<file path="src/rtl/trace_event_arbiter.sv">
// Trace event arbiter: per-source one-entry holding slots merged round-robin onto
// the trace buffer write port, with per-source saturating drop counters.
module trace_event_arbiter #(
    parameter int unsigned NUM_SRC = 4,
    parameter int unsigned EVT_W   = 48,
    parameter int unsigned CNT_W   = 16
) (
    input  logic                         clk,
    input  logic                         rst_n,
    input  logic                         enable,
    input  logic                         clear,
    input  logic [NUM_SRC-1:0]           src_mask,
    input  logic [NUM_SRC-1:0]           src_valid,
    input  logic [NUM_SRC*EVT_W-1:0]     src_event,
    input  logic                         buf_full,
    output logic [63:0]                  trc_data,
    output logic                         trc_write,
    output logic [$clog2(NUM_SRC)-1:0]   grant_idx,
    output logic [NUM_SRC*CNT_W-1:0]     drop_cnt,
    output logic                         overflow
);

    localparam int unsigned IDX_W = $clog2(NUM_SRC);
    localparam int unsigned SUM_W = IDX_W + 1;
    localparam int unsigned TRC_W = 64;

    logic [NUM_SRC-1:0] slot_full;
    logic [EVT_W-1:0]   slot_data [NUM_SRC];
    logic [IDX_W-1:0]   rr;

    logic               grant_c;
    logic [IDX_W-1:0]   grant_g_c;
    logic [SUM_W-1:0]   scan_idx_c;
    logic [NUM_SRC-1:0] grant_vec_c;
    logic [NUM_SRC-1:0] strobe_c;
    logic [NUM_SRC-1:0] accept_c;
    logic [NUM_SRC-1:0] drop_c;

    // Round-robin scan starting at rr; first full slot wins.
    always_comb begin
        grant_c    = 1'b0;
        grant_g_c  = '0;
        scan_idx_c = '0;
        if (enable && !buf_full) begin
            for (int unsigned k = 0; k < NUM_SRC; k++) begin
                scan_idx_c = {1'b0, rr} + SUM_W'(k);
                if (scan_idx_c >= SUM_W'(NUM_SRC)) begin
                    scan_idx_c = scan_idx_c - SUM_W'(NUM_SRC);
                end
                if (!grant_c && slot_full[scan_idx_c[IDX_W-1:0]]) begin
                    grant_c   = 1'b1;
                    grant_g_c = scan_idx_c[IDX_W-1:0];
                end
            end
        end
    end

    // A slot being granted this cycle can accept a new event without dropping.
    always_comb begin
        grant_vec_c = '0;
        strobe_c    = '0;
        accept_c    = '0;
        drop_c      = '0;
        for (int unsigned i = 0; i < NUM_SRC; i++) begin
            grant_vec_c[i] = grant_c && (grant_g_c == IDX_W'(i));
            strobe_c[i]    = enable && src_mask[i] && src_valid[i];
            accept_c[i]    = strobe_c[i] && (!slot_full[i] || grant_vec_c[i]);
            drop_c[i]      = strobe_c[i] && slot_full[i] && !grant_vec_c[i];
        end
    end

    // Control state, output registers and drop counters.
    always_ff @(posedge clk or negedge rst_n) begin
        if (!rst_n) begin
            slot_full <= '0;
            rr        <= '0;
            trc_write <= 1'b0;
            trc_data  <= '0;
            grant_idx <= '0;
            drop_cnt  <= '0;
            overflow  <= 1'b0;
        end else if (clear) begin
            slot_full <= '0;
            rr        <= '0;
            trc_write <= 1'b0;
            drop_cnt  <= '0;
            overflow  <= 1'b0;
        end else begin
            trc_write <= grant_c;
            if (grant_c) begin
                trc_data  <= TRC_W'(slot_data[grant_g_c]);
                grant_idx <= grant_g_c;
                rr        <= (grant_g_c == IDX_W'(NUM_SRC - 1)) ? '0 : grant_g_c + IDX_W'(1);
            end
            for (int unsigned i = 0; i < NUM_SRC; i++) begin
                if (accept_c[i]) begin
                    slot_full[i] <= 1'b1;
                end else if (grant_vec_c[i]) begin
                    slot_full[i] <= 1'b0;
                end
                if (drop_c[i] && (drop_cnt[i*CNT_W +: CNT_W] != {CNT_W{1'b1}})) begin
                    drop_cnt[i*CNT_W +: CNT_W] <= drop_cnt[i*CNT_W +: CNT_W] + CNT_W'(1);
                end
            end
            if (|drop_c) begin
                overflow <= 1'b1;
            end
        end
    end

    // Slot payloads need no reset; validity lives in slot_full.
    always_ff @(posedge clk) begin
        for (int unsigned i = 0; i < NUM_SRC; i++) begin
            if (accept_c[i] && !clear) begin
                slot_data[i] <= src_event[i*EVT_W +: EVT_W];
            end
        end
    end

endmodule

</file>
<file path="config.mk">
export PLATFORM = sky130hd
export DESIGN_NAME = trace_event_arbiter
export DESIGN_NICKNAME = d
export VERILOG_FILES = /design/src/rtl/trace_event_arbiter.sv
export SDC_FILE = /design/constraint.sdc
export NUM_CORES = 1
export LEC_CHECK = 0
export BUFFER_PORTS_ARGS = -buffer_cell sky130_fd_sc_hd__buf_2
export CAP_MARGIN = 10
export CELL_PAD_IN_SITES_DETAIL_PLACEMENT = 1
export CELL_PAD_IN_SITES_GLOBAL_PLACEMENT = 2
export CORE_ASPECT_RATIO = 1.2
export CORE_MARGIN = 2
export CORE_UTILIZATION = 35
export CTS_CLUSTER_DIAMETER = 60
export CTS_CLUSTER_SIZE = 8
export DETAILED_ROUTE_END_ITERATION = 10
export PLACE_DENSITY = 0.78
export SKIP_LAST_GASP = 1
export SLEW_MARGIN = 20
export SYNTH_ARGS = -nofsm -noshare
export SYNTH_HDL_FRONTEND = slang
export SYNTH_SLANG_ARGS = --single-unit
export TNS_END_PERCENT = 50
</file>
<file path="constraint.sdc">
create_clock -name clk -period 14.3 [get_ports clk]
set_clock_uncertainty 0.2 [all_clocks]
set_input_delay 2.145 -clock clk [delete_from_list [all_inputs] [get_ports clk]]
set_output_delay 2.145 -clock clk [all_outputs]
set_load 0.005 [all_outputs]
</file>
==> results of run 1 <==
==> cell families (layout without fill, tap and decap cells) <==
| logic type | count (synthesis) | in the layout | share of synthesized area [%] |
|---|---|---|---|
| AND/OR/NAND/NOR | 309 | 309 | 11.22 |
| AO/OA/AOI/OAI | 228 | 228 | 13.21 |
| flip-flops | 314 | 314 | 68.89 |
| multiplexers | 8 | 8 | 0.6549 |
| XOR/XNOR | 32 | 32 | 2.189 |
| other | 1 | 26 | 0.02929 |
| buffers and inverters | 89 | 421 | 3.313 |
| adder cells (fa/ha/maj) | 5 | 5 | 0.4887 |
==> state kept, by name, summed over array words and instances (netlist names) <==
signal and cells:
slot_full 4, overflow 1, rr 2, trc_write 1, drop_cnt 64, grant_idx 2
trc_data 48, slot_data 192
==> cell usage in the layout, fill, tap and decap left out, types with 12 or more instances in the layout <==
cell type and instances:
buf_2 319, edfxtp_1 192, nand2_1 135, dfrtp_1 122, a21oi_1 74, nor2_1 61
a221o_1 49, o22a_1 48, clkbuf_16 45, clkbuf_1 25, nand3_1 24, o21ai_0 18
xor2_1 16, xnor2_1 16, conb_1 16, or3_1 15, inv_1 14, nor3_1 14
or4_1 12
==> worst max-delay path by stage <==
stage | from | to | slack [ps] | cells after the start
2_1_floorplan | enable | slot_data[2][0]$_DFFE_PP_ | 7130 | 6
3_3_place_gp | enable | drop_cnt[41]$_DFFE_PN0P_ | 8860 | 12
3_5_place_dp | enable | drop_cnt[41]$_DFFE_PN0P_ | 8790 | 12
4_1_cts | enable | drop_cnt[41]$_DFFE_PN0P_ | 9400 | 12
5_1_grt | enable | drop_cnt[42]$_DFFE_PN0P_ | 9140 | 11
6_report | enable | drop_cnt[41]$_DFFE_PN0P_ | 9430 | 12
==> Yosys cell counts, types with 6 or more instances <==
| cell type | n | area share [%] |
|---|---|---|
| a211oi_1 | 6 | 0.35 |
| nor3_1 | 14 | 0.55 |
| dfrtp_1 | 122 | 24 |
| nand2_1 | 136 | 4.0 |
| xor2_1 | 16 | 1.1 |
| nand3_1 | 24 | 0.94 |
| a221o_1 | 49 | 3.8 |
| clkbuf_1 | 44 | 1.3 |
| xnor2_1 | 16 | 1.1 |
| nand4_1 | 9 | 0.44 |
| and3_1 | 6 | 0.29 |
| or4_1 | 12 | 0.70 |
| o22a_1 | 48 | 3.3 |
| nor3b_1 | 6 | 0.35 |
| buf_4 | 17 | 1.0 |
| o31ai_1 | 10 | 0.59 |
| a21oi_1 | 74 | 2.9 |
| nor2_1 | 62 | 1.8 |
| buf_2 | 9 | 0.35 |
| nor2b_1 | 6 | 0.29 |
| o21ai_0 | 18 | 0.70 |
| edfxtp_1 | 192 | 45 |
| or3_1 | 16 | 0.78 |
| inv_1 | 15 | 0.44 |
==> per-layer routing <==
layer,track usage (%),wire length [µm]
met1,23.63,14910
met5,0,91
met2,36.00,19900
met4,5.943,877
met3,5.514,2623
==> metrics by stage <==
stage          power (µW)  utilization [%]  instances  worst slack, ps
4_1_cts              2248            44.83       1801             9405
3_5_place_dp         1266            41.30       1728             8790
2_1_floorplan        1147                -       1001             7127
6_report             2215            44.96       1811             9430
5_1_grt              2308            44.95       1809             9144
3_3_place_gp         1256            41.30       1728             8862
==> layout make-up <==
type / instances / area (µm²)
fillers: 3839 / 19780
flip-flops and latches: 314 / 8818
multi-input cells: 598 / 3710
repair buffers: 331 / 1690
clock buffers: 70 / 1220
well taps: 468 / 585.6
inverters: 17 / 63.81
clock inverters: 3 / 48.80
diodes: 10 / 25.02
==> power by group <==
group	switching, µW	internal, µW
Sequential	30.8	1020
Clock	386	583
Combinational	105	90.6
Total	521	1690
==> impl_metrics.env, run 1 <==
export IMPL_cp_required_ps=14490
export IMPL_setup_viol=0
export IMPL_die_w_um=178.6
export IMPL_clk_pin_slew_ps=50
export IMPL_initial_utilization_pct=35.61
export IMPL_ys_flop_type="edfxtp_1"
export IMPL_core_um2=35940
export IMPL_clk_path_buf_depth=3
export IMPL_yosys_warnings=0
export IMPL_layout_worst_path_cycle_share_pct=34.06
export IMPL_p_leak_uw=0.006442
export IMPL_status="finished, final reports clean"
export IMPL_worst_path_max_delay_cell="nor3b_1"
export IMPL_cts_root_buf="clkbuf_16"
export IMPL_grt_pass1_wl_um=58350
export IMPL_dieArea_um2=38130
export IMPL_synth_distinct_cells=57
export IMPL_cts_tree="done"
export IMPL_post_dp_cell_area_um2=14850
export IMPL_synth_seq_cells=314
export IMPL_holdCritPathClass="reg2reg"
export IMPL_grt_pass1_vias=9983
export IMPL_fin_nets=1517
export IMPL_vdd_drop_max_mv=0.09069
export IMPL_drt_iter0_markers=474
export IMPL_areaGrowthSynthToFinish_pct=26.25
export IMPL_cts_made_buffers=45
export IMPL_avgRoutedWirePerCell_um=21.20
export IMPL_fp_row_count=76
export IMPL_drc=0
export IMPL_min_from="trc_data[39]$_DFFE_PN0P_"
export IMPL_timing_rr_end="drop_cnt[41]$_DFFE_PN0P_"
export IMPL_fin_crit_ps=4870
export IMPL_r2r_start="slot_full[1]$_DFFE_PN0P_"
export IMPL_vias=9338
export IMPL_drv_slew=0
export IMPL_track_usage_pct=20.16
export IMPL_finalHoldViolations=0
export IMPL_async_reset_ff_share_pct=38.85
export IMPL_cp_end_kind="flip-flop"
export IMPL_clock_sinks=314
export IMPL_detail_route_antenna_nets=0
export IMPL_fp_dieH_um=213.5
export IMPL_drive_above_1_share_pct=30.46
export IMPL_r2r_slack_ps=10060
export IMPL_min_to="trc_data[39]$_DFFE_PN0P_"
export IMPL_rsz0062_at_grt="false"
export IMPL_cp_top_family="simple AND/OR/NAND/NOR gates"
export IMPL_p_per_area_nw_per_um2=137.1
export IMPL_clk_insertion_delay_late_ps=540
export IMPL_htreeDepth=2
export IMPL_critical_path_class="in2reg"
export IMPL_worstHoldPathCells=1
export IMPL_cts_resized=0
export IMPL_postCtsSetupBuffers=0
export IMPL_ys_seq_area_share_pct=68.89
export IMPL_cp_num_buf_inv=3
export IMPL_grt_max_degree=69
export IMPL_viasPerCell=5.156
export IMPL_fmax_mhz=205.3
export IMPL_port_buffers=320
export IMPL_syn_inst=986
export IMPL_reg2regPathDepth=13
export IMPL_netlist_area_um2=12800
export IMPL_cp_start_kind="input pin"
export IMPL_worst_pin_slew_ps=1100
export IMPL_slew_limit_headroom_pct=26.66
export IMPL_drtPass1Iterations=4
export IMPL_cp_cell_sequence="buf_2 -> nor2b_1 -> and3_1 -> inv_2 -> ha_1 -> nor2b_1 -> nor3b_1 -> o41ai_2 -> buf_4 -> nor3_1 -> xnor2_1 -> nor2_1"
export IMPL_crit_path_frequent_cell="nor2b_1"
export IMPL_wl_um=38400
export IMPL_cp_max_fo=9
export IMPL_avgSynthCellArea_um2=12.98
export IMPL_tns_ps=0
export IMPL_grt_overflow_total=0
export IMPL_final_area_um2=16160
export IMPL_ios=337
export IMPL_cpPeakStageDelay_ps=550
export IMPL_antenna_found_initial=16
export IMPL_dp_final_hpwl_um=25530
export IMPL_holdWs_ps=301.1
export IMPL_place_gp_congestion=0.7552
export IMPL_cap_violations=0
export IMPL_synth_edff_count=192
export IMPL_cp_arrival_ps=5060
export IMPL_hold_buffers=0
Note: power is estimated with default switching activity, not from simulation.
==> inputs of run 2 (changes only) <==
--- a/config.mk
+++ b/config.mk
@@ -5,17 +5,18 @@
 export SDC_FILE = /design/constraint.sdc
 export NUM_CORES = 1
 export LEC_CHECK = 0
+export ABC_AREA = 1
 export BUFFER_PORTS_ARGS = -buffer_cell sky130_fd_sc_hd__buf_2
 export CAP_MARGIN = 10
 export CELL_PAD_IN_SITES_DETAIL_PLACEMENT = 1
 export CELL_PAD_IN_SITES_GLOBAL_PLACEMENT = 2
 export CORE_ASPECT_RATIO = 1.2
 export CORE_MARGIN = 2
-export CORE_UTILIZATION = 35
+export CORE_UTILIZATION = 30
 export CTS_CLUSTER_DIAMETER = 60
 export CTS_CLUSTER_SIZE = 8
 export DETAILED_ROUTE_END_ITERATION = 10
-export PLACE_DENSITY = 0.78
+export PLACE_DENSITY = 0.75
 export SKIP_LAST_GASP = 1
 export SLEW_MARGIN = 20
 export SYNTH_ARGS = -nofsm -noshare
==> constraint.sdc (replaced) <==
create_clock -name clk -period 4.2 [get_ports clk]
set_clock_uncertainty 0.2 [all_clocks]
set_input_delay 0.63 -clock clk [delete_from_list [all_inputs] [get_ports clk]]
set_output_delay 0.63 -clock clk [all_outputs]
set_load 0.005 [all_outputs]
==> impl_metrics.env, run 2 <==
export IMPL_grt_max_degree=90
export IMPL_cts_tree="done"
export IMPL_drc=0
export IMPL_ys_flop_type="edfxtp_1"
export IMPL_cts_root_buf="clkbuf_16"
export IMPL_holdCritPathClass="in2reg"
export IMPL_dp_final_hpwl_um=33110
export IMPL_netlist_area_um2=14970
export IMPL_cp_startpoint="rr[0]$_DFFE_PN0P_"
export IMPL_drive_above_1_share_pct=20.92
export IMPL_clk_pin_slew_ps=50
export IMPL_layout_worst_path_cycle_share_pct=87.08
export IMPL_final_cell_mix="591 x nand2_1, 319 x buf_2, 192 x edfxtp_1"
export IMPL_synth_top_area_share_pct=38.52
export IMPL_synth_top_cell_by_area="edfxtp_1"
export IMPL_vias=12936
export IMPL_worst_path_max_delay_cell="buf_4"
export IMPL_finalHoldViolations=0
export IMPL_antenna_found_initial=3
export IMPL_place_ws_ps=515.6
export IMPL_drt_iter0_markers=569
export IMPL_synth_area_leaders="edfxtp_1 39%, dfrtp_1 20%, nand2_1 15%, nand3_1 5.2%, nand4_1 5.0%"
export IMPL_drv_slew=0
export IMPL_place_gp_congestion=0.8216
export IMPL_holdWs_ps=26.63
export IMPL_clk_path_buf_depth=3
export IMPL_cp_cell_sequence="inv_2 -> nand2_1 -> nand2_1 -> nand2_1 -> nand2_1 -> nor2_4 -> nand3_2 -> nand2_4 -> nand3_4 -> inv_2 -> nand2_1 -> a211oi_4 -> buf_4"
export IMPL_detail_route_antenna_nets=0
export IMPL_grt_overflow_total=0
export IMPL_fp_row_count=89
export IMPL_areaGrowthSynthToFinish_pct=29.60
export IMPL_cts_made_buffers=48
export IMPL_min_from="src_event[162]"
export IMPL_worst_pin_slew_ps=974.3
export IMPL_fill_cells=5771
export IMPL_dieArea_um2=51700
export IMPL_htreeDepth=2
export IMPL_vdd_drop_max_mv=0.3808
export IMPL_fp_dieH_um=248.7
export IMPL_p_leak_uw=0.009275
export IMPL_avgSynthCellArea_um2=9.105
export IMPL_track_usage_pct=19.37
export IMPL_clock_sinks=314
export IMPL_setup_viol=0
export IMPL_ios=337
export IMPL_synth_distinct_cells=34
export IMPL_initial_utilization_pct=30.41
export IMPL_p_total_uw=8962
export IMPL_final_area_um2=19400
export IMPL_worst_slack_ps=542.5
export IMPL_cp_start_kind="flip-flop"
export IMPL_cp_required_ps=4200
export IMPL_fin_cells=2700
export IMPL_synth_commonest_cells="592 x nand2_1, 192 x edfxtp_1, 155 x nand3_1, 145 x inv_1, 122 x dfrtp_1"
export IMPL_cp_arrival_ps=3650
export IMPL_synth_edff_count=192
export IMPL_cp_num_buf_inv=3
export IMPL_postCtsSetupBuffers=0
export IMPL_clk_insertion_delay_late_ps=590
export IMPL_fmax_mhz=273.4
export IMPL_ys_seq_area_share_pct=58.91
export IMPL_grt_pass1_wl_um=78960
export IMPL_largest_reg_flops=192
export IMPL_synth_most_common_cell="nand2_1"
export IMPL_top_regs="slot_data (192), drop_cnt (64), trc_data (48)"
export IMPL_post_dp_cell_area_um2=17160
export IMPL_wl_um=50550
export IMPL_cpPeakStageDelay_ps=670
export IMPL_yosys_warnings=0
export IMPL_avgRoutedWirePerCell_um=18.72
export IMPL_top_register="slot_data"
export IMPL_port_buffers=320
export IMPL_synth_seq_cells=314
export IMPL_cap_violations=0
export IMPL_p_per_area_nw_per_um2=462.0
export IMPL_cp_max_fo=48
export IMPL_die_w_um=207.9
export IMPL_dpl_cell_count=2535
export IMPL_status="finished, final reports clean"
export IMPL_core_um2=49220
export IMPL_grt_pass1_vias=13996
export IMPL_syn_inst=1644
export IMPL_viasPerCell=4.791
export IMPL_slew_limit_headroom_pct=35.05
export IMPL_fin_crit_ps=3657
export IMPL_r2r_start="rr[0]$_DFFE_PN0P_"
export IMPL_drtPass1Iterations=5
export IMPL_rsz0062_at_grt="false"
export IMPL_mostFrequentLayoutCell="nand2_1"
export IMPL_cp_end_kind="flip-flop"
export IMPL_critical_path_class="reg2reg"
export IMPL_async_reset_ff_share_pct=38.85
export IMPL_crit_path_frequent_cell="nand2_1"
export IMPL_cp_top_family="simple AND/OR/NAND/NOR gates"
export IMPL_fin_nets=2234
run 2: cell count changes after synthesis, sizes merged, moves of 32 or more:
cell   change
nand2    +463
nand3    +136
inv      +134
nand4    +111
a21oi     -68
a221o     -49
o22a      -48
xor2      +33
nor2      +32
run 2: repair_timing:
item                       CTS  global route
hold buffers                73             3
setup endpoints to repair    0             0
gates resized for setup      0             0
hold endpoints to repair    82             3
run 2: cell type report:
type	instances	area [µm²]	share of cell area (%)
multi-input cells	1090	5159	26.59
clock buffers	77	1320	6.805
flip-flops and latches	314	8818	45.46
diodes	3	7.507	0.03870
repair buffers	418	2571	13.25
inverters	152	570.5	2.941
well taps	637	797.0	4.109
clock inverters	9	155.1	0.7998
run 2: worst register-to-register path, stage by stage (launching register included):
cell and delay [ps]:
dfrtp_1 590, inv_2 160, nand2_1 90, nand2_1 100, nand2_1 130, nand2_1 120
nor2_4 140, nand3_2 110, nand2_4 90, nand3_4 310, inv_2 200, nand2_1 140
a211oi_4 210, buf_4 670
run 2: metal layers:
metal	up-vias	global-route usage (%)	part of all wire [%]
li1	6139	-	-
met1	6353	24.30	43
met2	350	33.37	49
met3	92	3.530	4.7
met4	2	6.788	3.4
met5	-	0	0.026
run 2: final timing paths:
check	endpoint	slack, ps	cells after the start
min reg2reg	trc_data[32]$_DFFE_PN0P_	270	2
max reg2reg	slot_data[3][32]$_DFFE_PP_	540	13
max in group asynchronous	trc_data[24]$_DFFE_PN0P_	2490	3
max	slot_data[3][32]$_DFFE_PP_	540	13
min	slot_data[3][18]$_DFFE_PP_	30	1
min in group asynchronous	drop_cnt[25]$_DFFE_PN0P_	540	2
run 2: cell families (layout without fill, tap and decap cells):
kind of cell,count (synthesis),count (layout),share of synthesized area (%)
compound gates,16,16,0.6185
fa+ha+maj,5,5,0.4180
simple gates,1001,1001,29.58
xor+xnor,52,52,3.043
flops,314,314,58.92
buf+inv,255,656,7.398
other cells,1,19,0.02505
run 2: power breakdown:
group	switching [µW]	internal, µW
clock	1460	2280
combinational	947	528
sequential	197	3560
run 2: stage by stage:
step / TNS [ps] / utilization (%)
final: 0 / 39.41
after global routing: 0 / 39.40
after CTS: 0 / 39.34
after detailed placement: 0 / 34.85
after global placement: 0 / 34.85
after floorplan: -79830 / -
==> inputs of run 3 (changes only) <==
--- a/config.mk
+++ b/config.mk
@@ -12,11 +12,11 @@
 export CELL_PAD_IN_SITES_GLOBAL_PLACEMENT = 2
 export CORE_ASPECT_RATIO = 1.2
 export CORE_MARGIN = 2
-export CORE_UTILIZATION = 30
+export CORE_UTILIZATION = 33
 export CTS_CLUSTER_DIAMETER = 60
 export CTS_CLUSTER_SIZE = 8
 export DETAILED_ROUTE_END_ITERATION = 10
-export PLACE_DENSITY = 0.75
+export PLACE_DENSITY = 0.79
 export SKIP_LAST_GASP = 1
 export SLEW_MARGIN = 20
 export SYNTH_ARGS = -nofsm -noshare
==> constraint.sdc (replaced) <==
create_clock -name clk -period 3.4 [get_ports clk]
set_clock_uncertainty 0.2 [all_clocks]
set_input_delay 0.51 -clock clk [delete_from_list [all_inputs] [get_ports clk]]
set_output_delay 0.51 -clock clk [all_outputs]
set_load 0.005 [all_outputs]
==> impl_metrics.env, run 3 (same netlist as run 2, synthesis figures left out) <==
export IMPL_status="finished, final reports clean"
export IMPL_fin_cells=2799
export IMPL_cp_top_family="simple AND/OR/NAND/NOR gates"
export IMPL_viasPerCell=4.885
export IMPL_cts_made_buffers=47
export IMPL_p_leak_uw=0.009819
export IMPL_avgRoutedWirePerCell_um=19.47
export IMPL_finalHoldViolations=0
export IMPL_holdCritPathClass="in2reg"
export IMPL_place_gp_congestion=0.8394
export IMPL_grt_overflow_total=0
export IMPL_core_um2=44770
export IMPL_hold_buffers=193
export IMPL_top_register="slot_data"
export IMPL_grt_max_degree=99
export IMPL_fp_dieH_um=237.3
export IMPL_crit_cells=15
export IMPL_grt_pass1_wl_um=84970
export IMPL_track_usage_pct=23.50
export IMPL_initial_utilization_pct=33.43
export IMPL_dpl_cell_count=2513
export IMPL_ios=337
export IMPL_drtPass1Iterations=5
export IMPL_fill_cells=5161
export IMPL_power_switching_uw=3297
export IMPL_dp_final_hpwl_um=32160
export IMPL_clock_sinks=314
export IMPL_antenna_found_initial=10
export IMPL_seqPwrFrac_pct=41.4
export IMPL_final_cell_mix="585 x nand2_1, 319 x buf_2, 193 x dlygate4sd3_1"
export IMPL_areaGrowthSynthToFinish_pct=38.44
export IMPL_drt_iter0_markers=537
export IMPL_fp_row_count=85
export IMPL_p_sw_share_pct=29.45
export IMPL_p_comb_share_pct=17.9
export IMPL_critical_path_class="reg2reg"
export IMPL_reg2regPathDepth=15
export IMPL_clk_path_buf_depth=3
export IMPL_timing_rr_end="slot_data[0][6]$_DFFE_PP_"
export IMPL_fmax_mhz=324.5
export IMPL_vdd_drop_max_mv=0.4156
export IMPL_mostFrequentLayoutCell="nand2_1"
export IMPL_cp_max_fo=48
export IMPL_worst_path_max_delay_cell="dfrtp_1"
export IMPL_drive_above_1_share_pct=20.43
export IMPL_cp_end_kind="flip-flop"
export IMPL_cp_cell_sequence="buf_4 -> nand2_1 -> nand2_1 -> nand2_1 -> nand2_2 -> nor2_4 -> nand3_1 -> nand2_1 -> inv_1 -> nand2_4 -> buf_4 -> nand3_4 -> nand2_1 -> nor3b_4 -> buf_12"
export IMPL_fin_crit_ps=3082
export IMPL_p_int_uw=7897
export IMPL_final_area_um2=20720
export IMPL_layout_worst_path_cycle_share_pct=90.65
export IMPL_detail_route_antenna_nets=0
export IMPL_vias=13673
export IMPL_cp_startpoint="rr[0]$_DFFE_PN0P_"
export IMPL_worst_slack_ps=317.9
export IMPL_cp_num_buf_inv=4
export IMPL_drc=0
export IMPL_clk_pin_slew_ps=50
export IMPL_place_ws_ps=292.3
export IMPL_post_dp_cell_area_um2=17310
export IMPL_slew_limit_headroom_pct=41.61
export IMPL_p_per_area_nw_per_um2=540.2
export IMPL_r2r_slack_ps=320
export IMPL_wl_um=54500
export IMPL_tns_ps=0
export IMPL_cpPeakStageDelay_ps=460
export IMPL_worst_pin_slew_ps=875.8
export IMPL_cts_root_buf="clkbuf_16"
export IMPL_clk_insertion_delay_late_ps=590
export IMPL_power_frac_clock_pct=40.7
export IMPL_postCtsSetupBuffers=0
export IMPL_cts_tree="done"
export IMPL_port_buffers=320
export IMPL_r2r_start="rr[0]$_DFFE_PN0P_"
export IMPL_finalCoreUtilization_pct=46.28
export IMPL_cap_violations=0
export IMPL_largest_reg_flops=192
export IMPL_die_w_um=198.4
export IMPL_fin_nets=2357
export IMPL_dieArea_um2=47080
export IMPL_cp_arrival_ps=3130
export IMPL_worstSetupEndpoint="slot_data[0][6]$_DFFE_PP_"
export IMPL_drv_slew=0
export IMPL_top_regs="slot_data (192), drop_cnt (64), trc_data (48)"
export IMPL_rsz0062_at_grt="false"
export IMPL_cp_start_kind="flip-flop"
export IMPL_htreeDepth=2
export IMPL_crit_path_frequent_cell="nand2_1"
export IMPL_grt_pass1_vias=15160
export IMPL_setup_viol=0
export IMPL_cts_resized=0
export IMPL_multiInputGateArea_um2=5218
export IMPL_seqCellArea_um2=8818
export IMPL_cp_required_ps=3440
==> run 3: cell types whose count changed in the layout (fill, tap and decap cells not counted), moves of 4 or more <==
cell           delta
dlygate4sd3_1   +117
buf_12            +7
nand2_1           -6
diode_2           +4
nand2_2           +4
==> run 3: worst reg2reg max path, stage by stage (launching register included) <==
cell	delay (ps)
dfrtp_1	460
buf_4	210
nand2_1	70
nand2_1	70
nand2_1	90
nand2_2	70
nor2_4	120
nand3_1	80
nand2_1	60
inv_1	60
nand2_4	80
buf_4	330
nand3_4	150
nand2_1	110
nor3b_4	220
buf_12	340
==> run 3: metrics by stage <==
stage	total power [µW]	hold slack, ps
floorplan	5614	14.41
global placement	6461	262.8
detailed placement	6501	263.5
CTS	11280	169.8
global route	11710	196.9
finish	11190	199.2
==> run 3: how the worst min path moves through the flow <==
| stage | cells past startpoint | to | from | slack (ps) |
|---|---|---|---|---|
| 3_3_place_gp | 2 | trc_data[38]$_DFFE_PN0P_ | trc_data[38]$_DFFE_PN0P_ | 260 |
| 3_5_place_dp | 2 | trc_data[38]$_DFFE_PN0P_ | trc_data[38]$_DFFE_PN0P_ | 260 |
| 2_1_floorplan | 0 | drop_cnt[0]$_DFFE_PN0P_ | rst_n | 10 |
| 6_report | 3 | slot_full[2]$_DFFE_PN0P_ | src_valid[2] | 200 |
| 5_1_grt | 3 | slot_full[2]$_DFFE_PN0P_ | src_valid[2] | 200 |
| 4_1_cts | 3 | slot_full[2]$_DFFE_PN0P_ | src_valid[2] | 170 |
==> run 3: area by class of cell <==
cell class,instances,share of cell area [%]
antenna,7,0.08453
clock buffer,79,6.406
clock inverter,6,0.4830
inverter,152,2.765
multi-input combinational,1090,25.18
sequential,314,42.56
tap,609,3.677
timing repair buffer,542,18.85
==> run 3: layer usage <==
metal | wire, µm | GRT usage, % | up-vias
li1 | - | - | 6399
met1 | 21110 | 26.71 | 6737
met2 | 28550 | 42.80 | 416
met3 | 2804 | 4.455 | 115
met4 | 1993 | 9.950 | 6
met5 | 43 | 0 | -
==> run 3: power by group through the flow <==
stage	clock network, µW	registers (µW)	logic (µW)
2_1_floorplan	0	4650	968
3_3_place_gp	0	4700	1760
3_5_place_dp	0	4700	1810
4_1_cts	4660	4630	1990
5_1_grt	4820	4660	2230
6_report	4560	4630	2010
